<file path="src/rtl/mcu_core_param_if.sv">
// Program-load and output port bundle for mcu_core_param.
// The host drives the master side and the core sits on the slave side.
interface mcu_core_param_if #(
    parameter int DW  = 8,
    parameter int PAW = 4
);
    localparam int IW = DW + 4;

    logic           ld_valid;
    logic [IW-1:0]  ld_data;
    logic           ld_last;
    logic           ld_ready;
    logic           reload;
    logic [DW-1:0]  out_data;
    logic           out_valid;
    logic [PAW-1:0] pc;
    logic           halted;

    modport master (
        output ld_valid, ld_data, ld_last, reload,
        input  ld_ready, out_data, out_valid, pc, halted
    );

    modport slave (
        input  ld_valid, ld_data, ld_last, reload,
        output ld_ready, out_data, out_valid, pc, halted
    );
endinterface

</file>
<file path="src/rtl/mcu_core_param.sv">
// Parametrised multi-cycle accumulator core: streamed program load, then a
// 3-cycle fetch/decode/execute loop until HLT; reload returns to LOAD.
module mcu_core_param #(
    parameter int DW  = 8,
    parameter int PAW = 4,
    parameter int DAW = 4
) (
    input  logic           clk,
    input  logic           rs,
    mcu_core_param_if.slave bus
);
    localparam int IW = DW + 4;

    localparam logic [2:0] S_LOAD   = 3'd0;
    localparam logic [2:0] S_FETCH  = 3'd1;
    localparam logic [2:0] S_DECODE = 3'd2;
    localparam logic [2:0] S_EXEC   = 3'd3;
    localparam logic [2:0] S_HALT   = 3'd4;

    localparam logic [3:0] OP_NOP  = 4'h0;
    localparam logic [3:0] OP_LDI  = 4'h1;
    localparam logic [3:0] OP_LDM  = 4'h2;
    localparam logic [3:0] OP_STM  = 4'h3;
    localparam logic [3:0] OP_ADDI = 4'h4;
    localparam logic [3:0] OP_ADDM = 4'h5;
    localparam logic [3:0] OP_SUBM = 4'h6;
    localparam logic [3:0] OP_ANDM = 4'h7;
    localparam logic [3:0] OP_ORM  = 4'h8;
    localparam logic [3:0] OP_XORM = 4'h9;
    localparam logic [3:0] OP_SHL  = 4'hA;
    localparam logic [3:0] OP_JMP  = 4'hB;
    localparam logic [3:0] OP_JZ   = 4'hC;
    localparam logic [3:0] OP_JC   = 4'hD;
    localparam logic [3:0] OP_OUT  = 4'hE;
    localparam logic [3:0] OP_HLT  = 4'hF;

    logic [2:0]     state;
    logic [PAW-1:0] load_addr;
    logic [PAW-1:0] pc;
    logic [DW-1:0]  acc;
    logic [DW-1:0]  dr;
    logic [IW-1:0]  ir;
    logic           flag_n, flag_c, flag_z;
    logic [DW-1:0]  out_data;
    logic           out_valid;

    logic [IW-1:0]  pmem [2**PAW];
    logic [DW-1:0]  dmem [2**DAW];

    logic [3:0]     opcode;
    logic [DW-1:0]  k;
    logic [DAW-1:0] daddr;
    logic           load_fire, load_done;

    assign opcode    = ir[IW-1:DW];
    assign k         = ir[DW-1:0];
    assign daddr     = ir[DAW-1:0];
    assign load_fire = (state == S_LOAD) && bus.ld_valid;
    // A full program memory ends the load even without ld_last.
    assign load_done = load_fire && (bus.ld_last || (&load_addr));

    assign bus.ld_ready  = (state == S_LOAD);
    assign bus.halted    = (state == S_HALT);
    assign bus.pc        = pc;
    assign bus.out_data  = out_data;
    assign bus.out_valid = out_valid;

    logic [DW-1:0] addend;
    logic [DW:0]   sum;
    logic [DW-1:0] res;
    logic          c_new, wr_acc, wr_flags, take;

    assign addend = (opcode == OP_ADDI) ? k : dr;
    assign sum    = {1'b0, acc} + {1'b0, addend};
    assign take   = (opcode == OP_JMP) || ((opcode == OP_JZ) && flag_z) ||
                    ((opcode == OP_JC) && flag_c);

    always_comb begin
        res      = acc;
        c_new    = flag_c;
        wr_acc   = 1'b0;
        wr_flags = 1'b0;
        case (opcode)
            OP_LDI:          begin res = k;  wr_acc = 1'b1; end
            OP_LDM:          begin res = dr; wr_acc = 1'b1; end
            OP_ADDI, OP_ADDM: begin
                res = sum[DW-1:0]; c_new = sum[DW]; wr_acc = 1'b1; wr_flags = 1'b1;
            end
            OP_SUBM: begin
                res = acc - dr; c_new = (acc < dr); wr_acc = 1'b1; wr_flags = 1'b1;
            end
            OP_ANDM: begin res = acc & dr; c_new = 1'b0; wr_acc = 1'b1; wr_flags = 1'b1; end
            OP_ORM:  begin res = acc | dr; c_new = 1'b0; wr_acc = 1'b1; wr_flags = 1'b1; end
            OP_XORM: begin res = acc ^ dr; c_new = 1'b0; wr_acc = 1'b1; wr_flags = 1'b1; end
            OP_SHL: begin
                res = {acc[DW-2:0], 1'b0}; c_new = acc[DW-1]; wr_acc = 1'b1; wr_flags = 1'b1;
            end
            OP_NOP, OP_STM, OP_JMP, OP_JZ, OP_JC, OP_OUT, OP_HLT: ;
            default: ;
        endcase
    end

    // Program memory has no reset; only accepted load beats write it.
    always_ff @(posedge clk) begin
        if (load_fire && !rs)
            pmem[load_addr] <= bus.ld_data;
    end

    always_ff @(posedge clk or posedge rs) begin
        if (rs) begin
            state     <= S_LOAD;
            load_addr <= '0;
            pc        <= '0;
            acc       <= '0;
            dr        <= '0;
            ir        <= '0;
            flag_n    <= 1'b0;
            flag_c    <= 1'b0;
            flag_z    <= 1'b0;
            out_data  <= '0;
            out_valid <= 1'b0;
            for (int i = 0; i < 2**DAW; i++)
                dmem[i] <= '0;
        end else begin
            out_valid <= 1'b0;
            case (state)
                S_LOAD: begin
                    if (load_done) begin
                        load_addr <= '0;
                        pc        <= '0;
                        acc       <= '0;
                        dr        <= '0;
                        ir        <= '0;
                        flag_n    <= 1'b0;
                        flag_c    <= 1'b0;
                        flag_z    <= 1'b0;
                        state     <= S_FETCH;
                    end else if (load_fire) begin
                        load_addr <= load_addr + PAW'(1);
                    end
                end
                S_FETCH: begin
                    ir    <= pmem[pc];
                    state <= S_DECODE;
                end
                S_DECODE: begin
                    dr    <= dmem[daddr];
                    state <= S_EXEC;
                end
                S_EXEC: begin
                    state <= (opcode == OP_HLT) ? S_HALT : S_FETCH;
                    pc    <= take ? k[PAW-1:0] : pc + PAW'(1);
                    if (wr_acc)
                        acc <= res;
                    if (wr_flags) begin
                        flag_c <= c_new;
                        flag_z <= (res == '0);
                        flag_n <= res[DW-1];
                    end
                    if (opcode == OP_STM)
                        dmem[daddr] <= acc;
                    if (opcode == OP_OUT) begin
                        out_data  <= acc;
                        out_valid <= 1'b1;
                    end
                end
                S_HALT: begin
                    if (bus.reload) begin
                        state     <= S_LOAD;
                        load_addr <= '0;
                    end
                end
                default: state <= S_LOAD;
            endcase
        end
    end
endmodule
</file>
<file path="src/flat_wrapper.sv">
// flat-port wrapper written by rule: the top's interface ports become plain ports
module mcu_core_param_flat 
#(
    parameter int DW  = 8,
    parameter int PAW = 4,
    parameter int DAW = 4
)
  (clk, rs, bus_ld_valid, bus_ld_data, bus_ld_last, bus_reload, bus_ld_ready, bus_out_data, bus_out_valid, bus_pc, bus_halted);
  mcu_core_param_if #(.DW(DW), .PAW(PAW)) bus_i ();
  input  logic clk;
  input  logic rs;
  input wire logic [$bits(bus_i.ld_valid)-1:0] bus_ld_valid;
  input wire logic [$bits(bus_i.ld_data)-1:0] bus_ld_data;
  input wire logic [$bits(bus_i.ld_last)-1:0] bus_ld_last;
  input wire logic [$bits(bus_i.reload)-1:0] bus_reload;
  output wire logic [$bits(bus_i.ld_ready)-1:0] bus_ld_ready;
  output wire logic [$bits(bus_i.out_data)-1:0] bus_out_data;
  output wire logic [$bits(bus_i.out_valid)-1:0] bus_out_valid;
  output wire logic [$bits(bus_i.pc)-1:0] bus_pc;
  output wire logic [$bits(bus_i.halted)-1:0] bus_halted;
  assign bus_i.ld_valid = bus_ld_valid;
  assign bus_i.ld_data = bus_ld_data;
  assign bus_i.ld_last = bus_ld_last;
  assign bus_i.reload = bus_reload;
  assign bus_ld_ready = bus_i.ld_ready;
  assign bus_out_data = bus_i.out_data;
  assign bus_out_valid = bus_i.out_valid;
  assign bus_pc = bus_i.pc;
  assign bus_halted = bus_i.halted;
  mcu_core_param #(.DW(DW), .PAW(PAW), .DAW(DAW)) u_core (.clk(clk), .rs(rs), .bus(bus_i));
endmodule
</file>
<file path="config.mk">
export PLATFORM = sky130hd
export DESIGN_NAME = mcu_core_param_flat
export DESIGN_NICKNAME = d
export VERILOG_FILES = /design/src/rtl/mcu_core_param_if.sv /design/src/rtl/mcu_core_param.sv /design/src/flat_wrapper.sv
export SDC_FILE = /design/constraint.sdc
export NUM_CORES = 1
export LEC_CHECK = 0
export CAP_MARGIN = 20
export CORE_ASPECT_RATIO = 0.75
export CORE_MARGIN = 2
export CORE_UTILIZATION = 40
export DETAILED_ROUTE_END_ITERATION = 8
export DONT_BUFFER_PORTS = 1
export PLACE_DENSITY = 0.62
export SETUP_SLACK_MARGIN = 0.2
export SYNTH_ARGS = -nofsm -noshare
export SYNTH_HDL_FRONTEND = slang
export SYNTH_SLANG_ARGS = --single-unit
</file>
<file path="constraint.sdc">
create_clock -name clk -period 13.8 [get_ports clk]
set_input_delay 3.45 -clock clk [delete_from_list [all_inputs] [get_ports clk]]
set_output_delay 3.45 -clock clk [all_outputs]
set_load 0.1 [all_outputs]
</file>
# Yosys cells after proc, flatten, opt, wreduce, memory -nomap -nowiden
# Memories as Yosys holds them, arrays and structs flattened.
# Index checks and enable logic that the tools add are counted.
op_classes:
  add_sub_neg: 4
  mul: 0
  div_mod_pow: 0
  magnitude_cmp: 3
  n_eq_ne: 25
  shifts: 0
  n_mux: 37
  bitwise: 4
  reduce_logical: 31
ops:
  columns: ["operator", "count"]
  rows:
  - ["$bwmux W128", 1]
  - ["$pmux W8 S8", 1]
  - ["$mux W8", 6]
  - ["$bmux W8 S4", 1]
  - ["$demux W8 S4", 1]
  - ["$eq A4 B4 Y1 const B", 8]
  - ["$pmux W8 S2", 2]
  - ["$pmux W12 S2", 1]
  - ["$mux W4", 5]
  - ["$eq A4 B3 Y1 const B", 4]
  - ["$pmux W4 S2", 2]
  - ["$pmux W3 S5", 1]
  - ["$mux W12", 1]
  - ["$reduce_and A2 Y1", 6]
  - ["$add A8 B8 Y9", 1]
  - ["$mux W1", 9]
  - ["$mux W3", 3]
  - ["$reduce_and A3 Y1", 3]
  - ["$reduce_or A9 Y1", 1]
  - ["$add A4 B1 Y4 const B", 2]
  - ["$and A8 B8 Y8", 1]
  - ["$eq A4 B2 Y1 const B", 2]
  - ["$logic_not A8 Y1", 1]
  - ["$lt A8 B8 Y1", 1]
  - ["other kinds (25)", 40]
word_totals:
  ff_bits: 178
  latchBits: 0
  ram_bits: 192
  rom_bits: 0
  input_bits: 17
  output_inout_bits: 15
  word_cells: 131
  memories: 1
mem_list:
  columns: ["name", "depth", "width", "rd", "rd_ports_with_merged_regs", "write_ports", "line", "text"]
  rows:
  - ["u_core.pmem", 16, 12, 1, 0, 1, "mcu_core_param.sv:47", "logic [IW-1:0] pmem [2**PAW];"]

# Logic depth before layout (Yosys ltp)
depth:
  depth_word: 7
  depth_mapped: 16
  ltp_nobuf: 14

# Least setup slack after synthesis
# OpenSTA, ideal clock, no wires.
synth_timing:
  path_kind: "flip-flop to output port"
  start: "register u_core.state[0]"
  end: "output port bus_ld_ready"
  t_arrival_ps: 2638
  t_required_ps: 10350
  setup_slack_ps: 7712
  path_stages_with_launch: 3
  n_path_buf: 1
  cell_sequence: "dfrtp_1 buf_2 nor3_1"
synth_via:
  elab_chain_len: 1
synth_rtl:
  columns: ["element", "line", "text"]
  rows:
  - ["from (decl)", "mcu_core_param.sv:37", "logic [2:0] state;"]
  - ["from (signal assigned)", "mcu_core_param.sv:151", "state <= (opcode == OP_HLT) ? S_HALT : S_FETCH;"]
  - ["$logic_not A3 Y1", "mcu_core_param.sv:62", "assign bus.ld_ready = (state == S_LOAD);"]
  - ["to (decl)", "flat_wrapper.sv:16", "output wire logic [$bits(bus_i.ld_ready)-1:0] bus_ld_ready;"]
# No other way between the ends.

# Worst setup path after layout
layout_timing:
  start: "register u_core.state[0]"
  end: "output port bus_halted"
layout_via:
  elab_chain_len: 1
layout_rtl:
  columns: ["element", "line", "text"]
  rows:
  - ["$eq A3 B3 Y1", "mcu_core_param.sv:63", "assign bus.halted = (state == S_HALT);"]
  - ["to (decl)", "flat_wrapper.sv:20", "output wire logic [$bits(bus_i.halted)-1:0] bus_halted;"]
# No other way between the ends.

==> flow_summary.ini <==
[sta]
fin_skew_ns = 0.0155
fin_crit_ns = 5.44
slew_violations = 0
post-route-period-util_pct = 39.4
setup_ws_ns = 8.36
setup_violations = 0
rsz0062_at_grt = false
maxSlewHeadroom_pct = 28.7
hold_ws_ns = 0.469
tns_ns = 0
hold_viol = 0
tightestPinTransition_ns = 1.06
fmaxAchievable_mhz = 184

[global_routing]
antenna_found_initial = 0
grt.total_usage_pct = 19.4
grt_max_degree = 101
grt_pass1_wl_um = 65100
grt_pass1_vias = 10200
grt_overflow = 0

[synthesis]
avgSynthCellArea_um2 = 14.6
synth_seq_cells = 370
synth_top_area_share_pct = 33.6
synth_ff_type = edfxtp_1
synth-seq-area-share_pct = 59.6
ys_warn_count = 0
synth_area_um2 = 17100
synth_edf_count = 192
netlist_top_cells_count = edfxtp_1, dfrtp_1, nand2_1
syn_inst = 1176
synth.largest_area_cell = edfxtp_1
synth_fp_nets = 1232
ys_types = 74
yosysMostFrequentCell = edfxtp_1
synthTopCellsByArea = edfxtp_1, dfrtp_1, mux4_2, mux2_2, ha_1
synthArstFlopShare_pct = 48.1

[floorplanning]
start_util_pct = 40.7
num_rows = 65
core_um2 = 42100
io-pin-count = 32
die-area_um2 = 44500
die_h_um = 183
die_w_um = 243

[critical_path]
critPathCaptureType = output port
startpoint_type = flip-flop
critPathRequiredTime_ns = 10.35
rr_worst_depth = 14
critPathKind = reg -> out
crit_path_max_fanout = 8
arrival_ns = 1.99

[clock_network]
clock-root-buffer = clkbuf_16
h-tree-depth = 2
postCtsResizedCells = 0
numClockSinks = 370
clockBufferDepth = 3
cts_tree = built
clk_latency_ns = 0.55
hold_buffers = 0
cts_setup_buffers = 0
cts_made_buffers = 38
cts.reportedPaths.clkPinSlew_ns = 0.06

[placement]
dp_hpwl_um = 27800
port_buffers = 0
gp_congestion = 0.905
place_ws_ns = 8.49
post-place-cells = 1697

[route]
num_vias = 10100
vias_per_cell = 5.69
drtAntennaViolNets = 0
finalWirelength_um = 42200
drtIter0Drc = 1121
drc = 0
dr.pass1.iters = 5
wire_per_inst_um = 23.8

[cells_and_area]
final_nets = 1234
num_antenna_cells = 0
final_util_pct = 45.6
area_growth_syn_to_layout_pct = 12.2
drive_gt1_share_pct = 27.6
fin_cells = 1775

[power_and_ir_drop]
leakagePower_nw = 7.25
pwr_density_cell_nw_per_um2 = 191
peakVddDrop_v = 0.000108

[outcome]
status = finished clean

[hold_path]
hp-class = reg -> reg
worst_hold_path.num_cells = 2

[flow_run]
drv_cap = 0
[worst max-delay path, cell delays in order, from the launching register on]
cell and delay, ns:
dfrtp_1 0.46, nor2_1 0.13, nand2_1 0.13, inv_1 0.72
[cells by family (layout without fill, tap and decap cells)]
kind of cell,count (synthesis),after routing,synth area share (%)
buffers and inverters,102,132,2.50
muxes,195,195,19.3
DFF,370,370,59.6
xor gates and xnor gates,5,5,0.256
AOI/OAI and AO/OA,199,199,7.45
adders and majority gates,39,39,2.93
and+or+nand+nor,266,266,7.88
[layout make-up]
| class | instances | area (µm²) |
|---|---|---|
| Clock buffer | 48 | 1010 |
| Clock inverter | 20 | 320 |
| Fill cell | 3718 | 22900 |
| Inverter | 30 | 118 |
| Multi-Input combinational cell | 704 | 6520 |
| Sequential cell | 370 | 10200 |
| Tap cell | 569 | 712 |
| Timing Repair Buffer | 34 | 318 |
[metrics by stage]
step                power, mW  instance area (µm²)
CTS                      3.69                19100
floorplan                2.24                17100
global route             3.86                19200
finish                   3.68                19200
global placement         2.57                17800
detailed placement       2.59                17800
[path summary, 6_finish.rpt]
path,start,to,slack (ns)
worst max register to register,u_core.ir[10],u_core.flag_z,9.85
worst min register to register,u_core.dmem[107],u_core.dmem[107],0.47
max in group asynchronous,rs,u_core.dmem[19],9.68
min in group asynchronous,rs,u_core.load_addr[0],2.95
worst min-delay path,u_core.dmem[107],u_core.dmem[107],0.47
worst max-delay path,u_core.state[0],bus_halted,8.36
[flip-flops by register name, indices dropped and copies added, names as in the netlist]
name and flops:
u_core.bus.pc 4, u_core.load_addr 4, u_core.flag_c 1, u_core.flag_z 1, u_core.ir 12, u_core.pmem 192, u_core.bus.out_data 8, u_core.dr 8
u_core.acc 8, u_core.bus.out_valid 1, u_core.state 3, u_core.dmem 128
[power by group]
group	internal (mW)	total, mW	switching (mW)
clock	0.656	1.09	0.437
sequential	1.25	1.45	0.205
combinational	0.457	1.13	0.673
total	2.36	3.68	1.32
[routing by layer]
layer / wire length [µm] / global-route usage [%]
met2: 17300 / 26.4
met3: 3760 / 5.65
met4: 735 / 4.88
met1: 20400 / 30.1
met5: 0 / 0
[cell usage in the layout, fill, tap and decap left out, types with 16 or more instances in the layout]
| cell | Yosys | final |
|---|---|---|
| nand3_1 | 19 | 19 |
| dfrtp_1 | 178 | 172 |
| o21ai_0 | 80 | 80 |
| o21ai_2 | 16 | 16 |
| ha_1 | 37 | 37 |
| nand2_1 | 109 | 109 |
| buf_4 | 0 | 26 |
| inv_1 | 30 | 29 |
| mux4_2 | 100 | 100 |
| edfxtp_1 | 192 | 192 |
| mux2_2 | 90 | 90 |
| nor2_1 | 36 | 36 |
| clkbuf_16 | 0 | 38 |
| a21oi_1 | 27 | 27 |
No activity file was read; power rests on OpenSTA's default activity.
